==> src/rtl/secded_batch_ctrl_pkg.sv <==
// Shared types for the batch SECDED sequencer: FSM states, decode flags and
// the codeword-to-data extraction used by both the decoder and the ISA datapath.
package secded_batch_ctrl_pkg;

    typedef enum logic [2:0] {
        IDLE,
        RD_LO,
        RD_HI,
        WR_LO,
        WR_HI,
        DONE
    } state_t;

    localparam logic [1:0] FLG_NONE = 2'b00;
    localparam logic [1:0] FLG_SGL  = 2'b01;
    localparam logic [1:0] FLG_DBL  = 2'b10;

    // Data bits sit at the non-power-of-two codeword positions.
    function automatic logic [11:1] extract_data(input logic [15:0] c);
        return {c[15:9], c[7:5], c[3]};
    endfunction

endpackage

==> src/rtl/secded_batch_ctrl_if.sv <==
// Request/status and byte-wide memory port of the batch SECDED sequencer.
// master = the sequencer, slave = the host/arbiter side.
interface secded_batch_ctrl_if #(
    parameter int AW = 8
);
    logic          req;
    logic          done;
    logic          busy;
    logic [AW-1:0] mem_addr;
    logic [7:0]    mem_rd_data;
    logic [7:0]    mem_wr_data;
    logic          mem_wr_en;
    logic [7:0]    n_single;
    logic [7:0]    n_double;

    modport master (
        input  req, mem_rd_data,
        output done, busy, mem_addr, mem_wr_data, mem_wr_en, n_single, n_double
    );

    modport slave (
        output req, mem_rd_data,
        input  done, busy, mem_addr, mem_wr_data, mem_wr_en, n_single, n_double
    );
endinterface

==> src/rtl/secded_batch_ctrl_dec.sv <==
// Combinational Hamming(16,11) SECDED decoder: corrects single errors, flags doubles.
// Result layout is {flags, 3'b000, data[11:1]}.
module hamming_secded_dec
    import secded_batch_ctrl_pkg::*;
(
    input  logic [15:0] w,
    output logic [15:0] res,
    output logic        is_sgl,
    output logic        is_dbl
);

    logic [3:0]  s;
    logic        p;
    logic [15:0] c;
    logic [1:0]  flags;

    always_comb begin
        s = '0;
        for (int j = 1; j < 16; j++) begin
            if (w[j]) s = s ^ 4'(j);
        end
        p     = ^w;
        c     = w;
        flags = FLG_NONE;
        // Odd overall parity means one flipped bit; s==0 points at the p0 bit itself.
        if (p) begin
            flags = FLG_SGL;
            c[s]  = ~w[s];
        end else if (s != 4'd0) begin
            flags = FLG_DBL;
        end
        res    = {flags, 3'b000, extract_data(c)};
        is_sgl = (flags == FLG_SGL);
        is_dbl = (flags == FLG_DBL);
    end

endmodule

==> src/rtl/secded_batch_ctrl.sv <==
// Batch SECDED sequencer: reads NUM_WORDS codewords byte by byte, decodes them
// and writes the results back, four cycles per word, then holds done.
module secded_batch_ctrl
    import secded_batch_ctrl_pkg::*;
#(
    parameter int NUM_WORDS = 15,
    parameter int SRC_BASE  = 30,
    parameter int DST_BASE  = 0,
    parameter int AW        = 8
) (
    input  logic                clk,
    input  logic                reset,
    secded_batch_ctrl_if.master bus
);

    localparam int IW      = (NUM_WORDS > 1) ? $clog2(NUM_WORDS) : 1;
    localparam int SRC_END = SRC_BASE + 2 * NUM_WORDS - 1;
    localparam int DST_END = DST_BASE + 2 * NUM_WORDS - 1;

    if (NUM_WORDS < 1 || SRC_END >= 2 ** AW || DST_END >= 2 ** AW) begin : g_range_err
        $fatal(1, "secded_batch_ctrl: buffer exceeds address space");
    end
    if (SRC_BASE <= DST_END && DST_BASE <= SRC_END) begin : g_overlap_err
        $fatal(1, "secded_batch_ctrl: source and destination ranges overlap");
    end

    state_t        state_q, state_d;
    logic [IW-1:0] idx_q, idx_d;
    logic [15:0]   w_q, w_d;
    logic          done_q, done_d;
    logic [7:0]    n_single_q, n_single_d;
    logic [7:0]    n_double_q, n_double_d;

    logic [15:0]   res;
    logic          is_sgl, is_dbl;
    logic [AW-1:0] src_addr, dst_addr;
    logic          last;

    hamming_secded_dec u_dec (
        .w      (w_q),
        .res    (res),
        .is_sgl (is_sgl),
        .is_dbl (is_dbl)
    );

    assign src_addr = AW'(SRC_BASE + 2 * int'(idx_q));
    assign dst_addr = AW'(DST_BASE + 2 * int'(idx_q));
    assign last     = (idx_q == IW'(NUM_WORDS - 1));

    always_comb begin
        state_d         = state_q;
        idx_d           = idx_q;
        w_d             = w_q;
        done_d          = done_q;
        n_single_d      = n_single_q;
        n_double_d      = n_double_q;
        bus.busy        = 1'b1;
        bus.mem_addr    = '0;
        bus.mem_wr_data = '0;
        bus.mem_wr_en   = 1'b0;
        case (state_q)
            IDLE, DONE: begin
                bus.busy = 1'b0;
                // done rises one cycle after DONE is entered, unless a new req lands first.
                if (state_q == DONE) done_d = 1'b1;
                if (bus.req) begin
                    done_d     = 1'b0;
                    idx_d      = '0;
                    n_single_d = '0;
                    n_double_d = '0;
                    state_d    = RD_LO;
                end
            end
            RD_LO: begin
                bus.mem_addr = src_addr;
                w_d[7:0]     = bus.mem_rd_data;
                state_d      = RD_HI;
            end
            RD_HI: begin
                bus.mem_addr = src_addr + AW'(1);
                w_d[15:8]    = bus.mem_rd_data;
                state_d      = WR_LO;
            end
            WR_LO: begin
                bus.mem_addr    = dst_addr;
                bus.mem_wr_en   = 1'b1;
                bus.mem_wr_data = res[7:0];
                state_d         = WR_HI;
            end
            WR_HI: begin
                bus.mem_addr    = dst_addr + AW'(1);
                bus.mem_wr_en   = 1'b1;
                bus.mem_wr_data = res[15:8];
                if (is_sgl && n_single_q != 8'hFF) n_single_d = n_single_q + 8'd1;
                if (is_dbl && n_double_q != 8'hFF) n_double_d = n_double_q + 8'd1;
                if (last) begin
                    state_d = DONE;
                end else begin
                    idx_d   = idx_q + IW'(1);
                    state_d = RD_LO;
                end
            end
            default: state_d = IDLE;
        endcase
    end

    always_ff @(posedge clk or posedge reset) begin
        if (reset) begin
            state_q    <= IDLE;
            idx_q      <= '0;
            w_q        <= '0;
            done_q     <= 1'b0;
            n_single_q <= '0;
            n_double_q <= '0;
        end else begin
            state_q    <= state_d;
            idx_q      <= idx_d;
            w_q        <= w_d;
            done_q     <= done_d;
            n_single_q <= n_single_d;
            n_double_q <= n_double_d;
        end
    end

    assign bus.done     = done_q;
    assign bus.n_single = n_single_q;
    assign bus.n_double = n_double_q;

endmodule

==> src/flat_wrapper.sv <==
// flat-port wrapper written by rule: the top's interface ports become plain ports
module secded_batch_ctrl_flat import secded_batch_ctrl_pkg::*;
#(
    parameter int NUM_WORDS = 15,
    parameter int SRC_BASE  = 30,
    parameter int DST_BASE  = 0,
    parameter int AW        = 8
)
  (clk, reset, bus_req, bus_mem_rd_data, bus_done, bus_busy, bus_mem_addr, bus_mem_wr_data, bus_mem_wr_en, bus_n_single, bus_n_double);
  secded_batch_ctrl_if #(.AW(AW)) bus_i ();
  input  logic clk;
  input  logic reset;
  input wire logic [$bits(bus_i.req)-1:0] bus_req;
  input wire logic [$bits(bus_i.mem_rd_data)-1:0] bus_mem_rd_data;
  output wire logic [$bits(bus_i.done)-1:0] bus_done;
  output wire logic [$bits(bus_i.busy)-1:0] bus_busy;
  output wire logic [$bits(bus_i.mem_addr)-1:0] bus_mem_addr;
  output wire logic [$bits(bus_i.mem_wr_data)-1:0] bus_mem_wr_data;
  output wire logic [$bits(bus_i.mem_wr_en)-1:0] bus_mem_wr_en;
  output wire logic [$bits(bus_i.n_single)-1:0] bus_n_single;
  output wire logic [$bits(bus_i.n_double)-1:0] bus_n_double;
  assign bus_i.req = bus_req;
  assign bus_i.mem_rd_data = bus_mem_rd_data;
  assign bus_done = bus_i.done;
  assign bus_busy = bus_i.busy;
  assign bus_mem_addr = bus_i.mem_addr;
  assign bus_mem_wr_data = bus_i.mem_wr_data;
  assign bus_mem_wr_en = bus_i.mem_wr_en;
  assign bus_n_single = bus_i.n_single;
  assign bus_n_double = bus_i.n_double;
  secded_batch_ctrl #(.NUM_WORDS(NUM_WORDS), .SRC_BASE(SRC_BASE), .DST_BASE(DST_BASE), .AW(AW)) u_core (.clk(clk), .reset(reset), .bus(bus_i));
endmodule
==> config.mk <==
export PLATFORM = sky130hd
export DESIGN_NAME = secded_batch_ctrl_flat
export DESIGN_NICKNAME = d
export VERILOG_FILES = /design/src/rtl/secded_batch_ctrl_pkg.sv /design/src/rtl/secded_batch_ctrl_if.sv /design/src/rtl/secded_batch_ctrl_dec.sv /design/src/rtl/secded_batch_ctrl.sv /design/src/flat_wrapper.sv
export SDC_FILE = /design/constraint.sdc
export NUM_CORES = 1
export LEC_CHECK = 0
export ABC_AREA = 0
export BUFFER_PORTS_ARGS = -buffer_cell sky130_fd_sc_hd__buf_2
export CORE_ASPECT_RATIO = 1.2
export CORE_UTILIZATION = 57
export DETAILED_ROUTE_END_ITERATION = 12
export GPL_TIMING_DRIVEN = 0
export PLACE_DENSITY_LB_ADDON = 0.3
export RECOVER_POWER = 25
export SLEW_MARGIN = 20
export SYNTH_ARGS = -nofsm -noshare
export SYNTH_HDL_FRONTEND = slang
export SYNTH_SLANG_ARGS = --single-unit
==> constraint.sdc <==
create_clock -name clk -period 2.9 [get_ports clk]
set_input_delay 0.145 -clock clk [delete_from_list [all_inputs] [get_ports clk]]
set_output_delay 0.145 -clock clk [all_outputs]
set_load 0.005 [all_outputs]
==> flow_metrics.tcl <==
set metrics [dict create \
    via_per_inst 5.86 \
    max_freq_ghz 0.336 \
    max_slew_margin 0.0910 \
    dpl_cell_area_mm2 0.00323 \
    drt-total-wl_um 6790 \
    cts_root_buffer "clkbuf_8" \
    yosysWarningCount 0 \
    fp.dieH_um 80.3 \
    row_count 28 \
    grt_max_degree 27 \
    initial_core_util 0.589 \
    setup_viol_count_final 1 \
    cts_tree "done" \
    htree_levels 2 \
    tightest_slew_ps 1360 \
    finalCritPeriodShare 1.03 \
    numCtsBuffers 5 \
    portBuffers 43 \
    track_usage 0.261 \
    clkTransAtPathRegs_ps 80 \
    layout.nets 390 \
    final_util 0.721 \
    drc 0 \
    layout_setup_ws_ps -75.5 \
    final-max-slew-violation-count 0 \
    drtIter0Drc 189 \
    avgSynthCellArea_um2 9.39 \
    syn_area_mm2 0.00291 \
    coreArea_mm2 0.00494 \
    io_pins 46 \
    dieArea_mm2 0.00540 \
    hp-class "in2reg" \
    grt_first_pass_wirelength_um 10600 \
    endpoint_kind "primary output" \
    final_common_cell "buf_2" \
    n_fill_cell 357 \
    cp_max_fo 7 \
    async_reset_ff_frac 1.00 \
    final_cell_area_mm2 0.00356 \
    clockBufferDepth 2 \
    dr.pass1.iters 5 \
    seq_area_frac_synth 0.344 \
    drive_gt1_frac 0.325 \
    place_ws_ps 160 \
    antenna_found_initial 0 \
    first_global_vias 2262 \
    drv_cap 0 \
    critPathLaunchType "flip-flop" \
    final-hold-violation-count 0 \
    insertion_delay_ps 300 \
    ys.flop_type "dfrtp_1" \
    crit_type "reg2out" \
    ant_nets 0 \
    antennaDiodeCount 0 \
    final_cell_mix "buf_2 (45), dfrtp_1 (37), nor2_1 (31)" \
    wl_per_cell_um 15.6 \
    grt-ovfl-total 0 \
    syn_to_final_growth_pct 22.4 \
    gp_congestion 0.911 \
    ys_ff_latch 40 \
    status "finished with violations" \
    whs_ps 63.2 \
    synth_cell_types 61 \
    netlist_instances 310 \
    synth-edff-count 0 \
    finClkSkew_ps 5.21 \
    rsz0062_at_grt "yes" \
    violations "negative setup slack" \
    die_x_um 67.2 \
    period_minus_slack_ps 2980 \
    clkSinkCount 40 \
    vias 2547 \
    dp_hpwl_um 4620 \
    worstPathRequired_ps 2760 \
    cp.arrival_ps 2830 \
]
through the flow:
stage | TNS (ps) | cells
2_1_floorplan | 0 | 311
3_3_place_gp | 0 | 414
3_5_place_dp | 0 | 415
4_1_cts | -11.7 | 424
5_1_grt | -623 | 435
6_report | -75.5 | 435
Yosys cell counts (5+ instances only):
cell type	count	share of area
nand3_1	13	0.022
a21oi_1	12	0.021
xnor2_1	14	0.042
xor2_1	11	0.033
dfrtp_1	40	0.34
nand2b_1	6	0.013
o21ai_0	15	0.026
nor2_1	32	0.041
mux2i_1	6	0.021
o21ai_1	5	0.0086
clkbuf_1	6	0.0077
xnor2_2	8	0.045
a31oi_1	7	0.015
nand2_1	28	0.036
mux2_2	15	0.058
nand4_1	6	0.013
ha_1	5	0.021
nor3_1	7	0.012
inv_1	7	0.0090
state kept, by name, summed over array words and instances, names as in the netlist:
register	count
u_core.bus.n_single	8
u_core.w_q	16
u_core.idx_q	4
u_core.state_q	3
u_core.bus.done	1
u_core.bus.n_double	8
worst paths after layout:
path	from	end	slack, ps	cells past startpoint
worst max register to register	u_core.w_q[15]$_DFFE_PP0P_	u_core.bus.n_double[0]$_DFFE_PP0P_	310	9
worst min-delay path	bus_mem_rd_data[6]	u_core.w_q[14]$_DFFE_PP0P_	60	3
worst min register to register	u_core.w_q[0]$_DFFE_PP0P_	u_core.w_q[0]$_DFFE_PP0P_	540	1
worst max-delay path	u_core.w_q[3]$_DFFE_PP0P_	bus_mem_wr_data[2]	-80	9
max in group asynchronous	reset	u_core.w_q[3]$_DFFE_PP0P_	730	4
min in group asynchronous	reset	u_core.w_q[9]$_DFFE_PP0P_	440	3
worst max-delay path, cell delays in order, from the launching register on:
cell     delay, ps
dfrtp_2        450
buf_4          150
xnor2_2        300
xor2_2         310
xor2_2         400
mux2i_1        180
mux2_2         300
a22oi_1        180
o21ai_1        130
buf_2          140
final cells by class:
type | instances | area (um^2) | share of cell area
clock inverters | 3 | 42.5 | 0.0119
inverters | 8 | 30.0 | 0.00843
repair buffers | 57 | 319 | 0.0895
plain buffers | 13 | 77.6 | 0.0218
clock buffers | 5 | 68.8 | 0.0193
multi-input cells | 249 | 1950 | 0.546
flip-flops and latches | 40 | 1000 | 0.282
well taps | 60 | 75.1 | 0.0211
cell families (layout without fill, tap and decap cells):
family	after synthesis	in the layout	share of synthesized area
and+or+nand+nor	116	116	0.196
DFF	40	40	0.344
adders and majority gates	6	6	0.0249
AOI/OAI and AO/OA	63	63	0.135
buffers and inverters	22	86	0.0365
muxes	21	21	0.0786
other	1	2	0.00129
xor gates and xnor gates	41	41	0.184
layer usage:
layer  GRT usage  vias to the layer above  wire length (um)
li1            -                     1225                 -
met1       0.341                     1224              2940
met2       0.419                       81              3370
met3      0.0511                       17               327
met4      0.0979                        0               150
met5           0                        -                 0
timing repair:
item / in CTS / in global routing
resized for setup: 8 / 18
hold buffers: 1 / 0
gates cloned: 0 / 0
endpoints found under the setup margin: 8 / 8
hold endpoints to repair: 14 / 0
setup buffers: 0 / 12
pin swaps: 2 / 11
Power is not shown: default switching activity piles up to over one toggle a cycle in this logic, so the estimate is an artifact.
